File: config.mk
export PLATFORM = sky130hd
export DESIGN_NAME = jk_counter_sequencer_flat
export DESIGN_NICKNAME = d
export VERILOG_FILES = /design/src/rtl/jk_seq_pkg.sv /design/src/rtl/jk_counter_sequencer_if.sv /design/src/rtl/jk_counter_sequencer.sv /design/src/flat_wrapper.sv
export SDC_FILE = /design/constraint.sdc
export NUM_CORES = 1
export LEC_CHECK = 0
export BUFFER_PORTS_ARGS = -buffer_cell sky130_fd_sc_hd__buf_2
export CAP_MARGIN = 20
export CORE_ASPECT_RATIO = 0.75
export CORE_UTILIZATION = 45
export DETAILED_ROUTE_END_ITERATION = 6
export MAX_ROUTING_LAYER = met4
export PLACE_DENSITY = 0.8
export SLEW_MARGIN = 15
export SYNTH_ARGS = -nofsm -noshare
export SYNTH_HDL_FRONTEND = slang
export SYNTH_SLANG_ARGS = --single-unit
File: constraint.sdc
create_clock -name clk -period 1.36 [get_ports clk]
set_input_delay 0.068 -clock clk [delete_from_list [all_inputs] [get_ports clk]]
set_output_delay 0.068 -clock clk [all_outputs]
set_load 0.005 [all_outputs]
File: src/rtl/jk_seq_pkg.sv
// Shared encodings for the JK counter sequencer: command ops, JK action
// codes and the controller state enum.
package jk_seq_pkg;

  typedef logic [1:0] op_t;
  typedef logic [1:0] jk_t;

  // Host command encodings on cmd_op
  localparam op_t OP_COUNT  = 2'b00;
  localparam op_t OP_CLEAR  = 2'b01;
  localparam op_t OP_PRESET = 2'b10;
  localparam op_t OP_RSVD   = 2'b11;

  // {J,K} action codes understood by the counter while en=1
  localparam jk_t JK_HOLD = 2'b00;
  localparam jk_t JK_CLR  = 2'b01;
  localparam jk_t JK_SET  = 2'b10;
  localparam jk_t JK_INC  = 2'b11;

  typedef enum logic [1:0] {
    ST_IDLE  = 2'd0,
    ST_RUN   = 2'd1,
    ST_CHECK = 2'd2,
    ST_DONE  = 2'd3
  } state_e;

endpackage

File: src/rtl/jk_counter_sequencer_if.sv
// Host-side command/status bundle of the sequencer. The host drives the
// command fields as master; the sequencer answers as slave.
interface jk_counter_sequencer_if
  import jk_seq_pkg::*;
#(
  parameter int WIDTH = 4
) ();

  logic             cmd_valid;
  logic             cmd_ready;
  op_t              cmd_op;
  logic [WIDTH-1:0] cmd_len;
  logic             stop;
  logic             busy;
  logic             done;
  logic             aborted;
  logic             err;

  modport master (
    output cmd_valid, cmd_op, cmd_len, stop,
    input  cmd_ready, busy, done, aborted, err
  );

  modport slave (
    input  cmd_valid, cmd_op, cmd_len, stop,
    output cmd_ready, busy, done, aborted, err
  );

endinterface

File: src/rtl/jk_counter_sequencer.sv
// Command-driven sequencer for an external JK binary counter. Turns COUNT,
// CLEAR and PRESET commands into per-cycle J/K/en drive, then compares the
// counter's value against the value the command should have produced.
module jk_counter_sequencer
  import jk_seq_pkg::*;
#(
  parameter int WIDTH = 4
) (
  input  logic                   clk,
  input  logic                   rst,
  jk_counter_sequencer_if.slave  cmd,
  input  logic [WIDTH-1:0]       ctr_count,
  output logic                   ctr_en,
  output logic                   ctr_j,
  output logic                   ctr_k,
  output logic                   ctr_rst_n
);

  state_e           state_q, state_d;
  logic [WIDTH-1:0] remaining_q, remaining_d;
  logic [WIDTH-1:0] expected_q, expected_d;
  jk_t              jk_q, jk_d;
  logic             err_q, err_d;
  logic             aborted_q, aborted_d;
  logic             ctr_rst_n_q, ctr_rst_n_d;
  logic             accept;

  // Command handshake: only take work once the counter is out of reset
  assign cmd.cmd_ready = (state_q == ST_IDLE) && ctr_rst_n_q;
  assign accept        = cmd.cmd_valid && cmd.cmd_ready;

  // Next-state, register loads and abort pulse generation
  always_comb begin
    state_d     = state_q;
    remaining_d = remaining_q;
    expected_d  = expected_q;
    jk_d        = jk_q;
    err_d       = err_q;
    aborted_d   = 1'b0;
    ctr_rst_n_d = 1'b1;

    case (state_q)
      ST_IDLE: begin
        if (accept) begin
          err_d = 1'b0;
          case (cmd.cmd_op)
            OP_COUNT: begin
              if (cmd.cmd_len != '0) begin
                remaining_d = cmd.cmd_len;
                // Wraps naturally at WIDTH bits
                expected_d  = ctr_count + cmd.cmd_len;
                jk_d        = JK_INC;
                state_d     = ST_RUN;
              end else begin
                expected_d  = ctr_count;
                jk_d        = JK_HOLD;
                state_d     = ST_CHECK;
              end
            end
            OP_CLEAR: begin
              remaining_d = WIDTH'(1);
              expected_d  = '0;
              jk_d        = JK_CLR;
              state_d     = ST_RUN;
            end
            OP_PRESET: begin
              remaining_d = WIDTH'(1);
              expected_d  = '1;
              jk_d        = JK_SET;
              state_d     = ST_RUN;
            end
            default: begin
              // Reserved op completes without touching the counter
              jk_d    = JK_HOLD;
              state_d = ST_DONE;
            end
          endcase
        end
      end

      ST_RUN: begin
        remaining_d = remaining_q - WIDTH'(1);
        // Stop beats the last-cycle transition; the action driven this
        // cycle still lands because en is already on the wire.
        if (cmd.stop) begin
          aborted_d = 1'b1;
          state_d   = ST_IDLE;
        end else if (remaining_q == WIDTH'(1)) begin
          state_d = ST_CHECK;
        end
      end

      ST_CHECK: begin
        if (ctr_count != expected_q) begin
          err_d = 1'b1;
        end
        state_d = ST_DONE;
      end

      ST_DONE: begin
        state_d = ST_IDLE;
      end

      default: begin
        state_d = ST_IDLE;
      end
    endcase
  end

  // State and field registers with synchronous reset
  always_ff @(posedge clk) begin
    if (rst) begin
      state_q     <= ST_IDLE;
      remaining_q <= '0;
      expected_q  <= '0;
      jk_q        <= JK_HOLD;
      err_q       <= 1'b0;
      aborted_q   <= 1'b0;
      ctr_rst_n_q <= 1'b0;
    end else begin
      state_q     <= state_d;
      remaining_q <= remaining_d;
      expected_q  <= expected_d;
      jk_q        <= jk_d;
      err_q       <= err_d;
      aborted_q   <= aborted_d;
      ctr_rst_n_q <= ctr_rst_n_d;
    end
  end

  // Moore outputs decoded from state and registered fields
  always_comb begin
    ctr_en      = 1'b0;
    ctr_j       = 1'b0;
    ctr_k       = 1'b0;
    if (state_q == ST_RUN) begin
      ctr_en = 1'b1;
      ctr_j  = jk_q[1];
      ctr_k  = jk_q[0];
    end
  end

  assign ctr_rst_n   = ctr_rst_n_q;
  assign cmd.busy    = (state_q != ST_IDLE);
  assign cmd.done    = (state_q == ST_DONE);
  assign cmd.aborted = aborted_q;
  assign cmd.err     = err_q;

endmodule
File: src/flat_wrapper.sv
// flat-port wrapper written by rule: the top's interface ports become plain ports
module jk_counter_sequencer_flat import jk_seq_pkg::*;
#(
  parameter int WIDTH = 4
)
  (clk, rst, ctr_count, ctr_en, ctr_j, ctr_k, ctr_rst_n, cmd_cmd_valid, cmd_cmd_op, cmd_cmd_len, cmd_stop, cmd_cmd_ready, cmd_busy, cmd_done, cmd_aborted, cmd_err);
  jk_counter_sequencer_if #(.WIDTH(WIDTH)) cmd_i ();
  input  logic clk;
  input  logic rst;
  input  logic [WIDTH-1:0] ctr_count;
  output logic ctr_en;
  output logic ctr_j;
  output logic ctr_k;
  output logic ctr_rst_n;
  input wire logic [$bits(cmd_i.cmd_valid)-1:0] cmd_cmd_valid;
  input wire logic [$bits(cmd_i.cmd_op)-1:0] cmd_cmd_op;
  input wire logic [$bits(cmd_i.cmd_len)-1:0] cmd_cmd_len;
  input wire logic [$bits(cmd_i.stop)-1:0] cmd_stop;
  output wire logic [$bits(cmd_i.cmd_ready)-1:0] cmd_cmd_ready;
  output wire logic [$bits(cmd_i.busy)-1:0] cmd_busy;
  output wire logic [$bits(cmd_i.done)-1:0] cmd_done;
  output wire logic [$bits(cmd_i.aborted)-1:0] cmd_aborted;
  output wire logic [$bits(cmd_i.err)-1:0] cmd_err;
  assign cmd_i.cmd_valid = cmd_cmd_valid;
  assign cmd_i.cmd_op = cmd_cmd_op;
  assign cmd_i.cmd_len = cmd_cmd_len;
  assign cmd_i.stop = cmd_stop;
  assign cmd_cmd_ready = cmd_i.cmd_ready;
  assign cmd_busy = cmd_i.busy;
  assign cmd_done = cmd_i.done;
  assign cmd_aborted = cmd_i.aborted;
  assign cmd_err = cmd_i.err;
  jk_counter_sequencer #(.WIDTH(WIDTH)) u_core (.clk(clk), .rst(rst), .cmd(cmd_i), .ctr_count(ctr_count), .ctr_en(ctr_en), .ctr_j(ctr_j), .ctr_k(ctr_k), .ctr_rst_n(ctr_rst_n));
endmodule
==> impl_metrics.py <==
metrics = {
    "outcome": {
        "outcome": "finished with violations",
        "violations": "DRC, hold timing, setup timing",
    },
    "timing": {
        "period_share_pct": 102,
        "fin_crit_ns": 1.38,
        "setup_viol": 2,
        "worst_slack_ns": -0.0209,
        "hold_viol": 1,
        "max_slew.worst_pin.slew_ns": 0.302,
        "rsz0062_at_grt": "yes",
        "slew_headroom_pct": 79.9,
        "fmax_mhz": 724,
        "worst_hold_slack_ns": -0.00276,
        "finClkSkew_ns": 0.00985,
        "tns_ns": -0.0277,
        "drv_slew": 0,
    },
    "detailed_routing": {
        "firstDrtPassIters": 7,
        "wl_per_cell_um": 14.5,
        "routed_via_density": 5.58,
        "antenna_left": 0,
        "drcViolationCount": 3,
        "vias": 1121,
        "drt_iter0_drc": 60,
        "wirelength_mm": 2.91,
    },
    "finish": {
        "final_cell_area_um2": 1450,
        "seqCellArea_um2": 303,
        "multiInputGateArea_um2": 739,
        "n_antenna_cell": 0,
        "drive_above_1_share_pct": 39.5,
        "final_common_cell": "buf_4",
        "fillers": 167,
        "layout_common_cells": "26 x buf_4, 22 x buf_2, 13 x dfxtp_1, 11 x nor2_1",
        "nets": 202,
        "area_delta_synth_final_pct": 40.2,
        "final_cells": 201,
    },
    "grt": {
        "antenna_found_initial": 0,
        "grt_pass1_vias": 1175,
        "grt_pass1_wl_mm": 4.98,
        "overflow": 0,
        "grt_max_degree": 15,
        "grt_usage_pct": 27.2,
    },
    "clock_tree": {
        "cts_tree": "built",
        "cts.path.max_buffers": 2,
        "hold_buffers": 0,
        "clock-sinks": 15,
        "clkLatencyLatePin_ns": 0.29,
        "htree_levels": 1,
        "clockRootBuffer": "clkbuf_4",
        "clk_pin_slew_ns": 0.10,
        "cts_buffers": 3,
    },
    "logic_synthesis": {
        "yosysWarnings": 0,
        "seq_area_frac_synth_pct": 29.0,
        "syn-num-nets": 151,
        "syn_area_um2": 1040,
        "async_flop_share_pct": 0,
        "ys_types": 35,
        "syn_avg_cell_area_um2": 8.16,
        "synth-edff-count": 0,
        "synth_top_flop_cell": "dfxtp_1",
        "synthTopCellsByArea": "dfxtp_1 29%, ha_1 11%, xnor2_1 5.1%",
        "yosys.area.top_type": "dfxtp_1",
        "yosys.area.top_type_share_pct": 29.0,
        "ys_ff_latch": 15,
        "synthCells": 127,
    },
    "setup_path": {
        "worstPathRequired_ns": 1.59,
        "cp_top_family": "compound AO/OA/AOI/OAI gates",
        "path_cells": "nand4bb_4 -> a211oi_4 -> o21bai_4 -> a211o_1 -> a21oi_2",
        "reg2reg_setup_slack_ns": -0.02,
        "crit_buf_inv": 0,
        "worstSetupPathType": "reg -> reg",
        "worstSetupStartpointType": "flip-flop",
        "timing.rr.start": "u_core.state_q[0]",
        "crit_arrival_ns": 1.61,
        "end_kind": "flip-flop",
        "worst_path_max_delay_cell": "dfxtp_2",
        "cpPeakStageDelay_ns": 0.33,
        "reg2reg_to": "u_core.remaining_q[1]",
        "path_max_fanout": 5,
        "worstRegToRegCells": 5,
    },
    "placement": {
        "place_congestion": 0.912,
        "dp.cells": 192,
        "io_buffers": 22,
        "dp_hpwl_mm": 2.19,
        "placed_area_um2": 1330,
    },
    "min_path": {
        "whs_path_depth": 2,
        "min_from": "cmd_cmd_valid",
        "whs_endpoint": "u_core.cmd.err",
        "worstHoldPathType": "in -> reg",
    },
    "floorplanning": {
        "rows": 14,
        "die_x_um": 57.4,
        "coreArea_um2": 2080,
        "ios": 23,
        "die_h_um": 43.6,
        "dieArea_um2": 2500,
        "initial_utilization_pct": 49.7,
    },
    "flow_run": {
        "cap_violations": 0,
    },
    "power_and_ir_drop": {
        "p_leak_nw": 0.658,
        "irDropWorstVdd_v": 0.000383,
        "powerDensity_nw_per_um2": 815,
        "total_power_mw": 1.18,
    },
}
## stage by stage
step	hold WS (ns)	util (%)	worst slack, ns
after floorplan	0.136	-	-0.0201
after global placement	0.271	63.6	-0.0915
after detailed placement	0.277	63.6	-0.150
after CTS	0.000799	68.8	-0.0627
after global routing	0.0118	69.7	-0.0691
final	-0.00276	69.7	-0.0209
## cells in the mapped netlist, drive strengths merged, types with 2 or more instances
master and n:
and2 3, nand2b 2, a211o 2, xnor2 6
clkbuf 2, ha 9, a211oi 4, nand2 9
inv 8, nor3 4, a21oi 10, o21ai 9
nand3 9, or3 2, nor2 13, a31oi 3
mux2i 2, and3 2, dfxtp 15
## layer usage
| layer | part of all wire (%) | GRT usage [%] | routed length (µm) |
|---|---|---|---|
| met5 | 0 | - | 0 |
| met3 | 6.8 | 5.97 | 199 |
| met2 | 49 | 48.6 | 1430 |
| met4 | 2.1 | 6.34 | 62 |
| met1 | 42 | 31.2 | 1220 |
## power breakdown
part,total [mW],internal (mW),switching [mW]
Sequential,0.492,0.470,0.0223
Clock,0.261,0.109,0.152
Combinational,0.431,0.215,0.216
Total,1.18,0.794,0.390
## registers in the layout (all words and copies together) (netlist names)
register and cells:
u_core.expected_q 4, u_core.state_q 2, u_core.ctr_rst_n 1, u_core.cmd.aborted 1
u_core.cmd.err 1, u_core.jk_q 2, u_core.remaining_q 4
## layout make-up
class                           count  area share (%)
Inverter                            9            2.50
Sequential cell                    15            20.8
Timing Repair Buffer               49            21.8
Clock inverter                      1           0.345
Multi-Input combinational cell    100            50.9
Clock buffer                        3            1.55
Tap cell                           24            2.07
## repair_timing
action	in CTS	in global routing
pin swaps	4	3
setup buffers	5	0
endpoints found under the setup margin	11	12
resized for setup	9	7
## cells by family after synthesis
| kind of cell | after synthesis | synth area share (%) |
|---|---|---|
| multiplexers | 2 | 1.93 |
| AND/OR/NAND/NOR | 50 | 25.6 |
| XOR/XNOR | 6 | 5.07 |
| AO/OA/AOI/OAI | 32 | 20.5 |
| flip-flops | 15 | 29.0 |
| adder cells (fa/ha/maj) | 10 | 12.8 |
| buffers and inverters | 12 | 5.07 |
## worst max path at each step
stage,start,endpoint,slack (ns),cells past startpoint
detailed placement,cmd_cmd_len[2],u_core.expected_q[3],-0.15,7
CTS,u_core.state_q[0],u_core.remaining_q[1],-0.06,5
global placement,cmd_cmd_len[2],u_core.expected_q[3],-0.09,7
finish,u_core.state_q[0],u_core.remaining_q[1],-0.02,5
global route,u_core.state_q[0],u_core.remaining_q[1],-0.07,5
floorplan,u_core.state_q[0],u_core.remaining_q[1],-0.02,6
(Power assumes the default switching activity.)
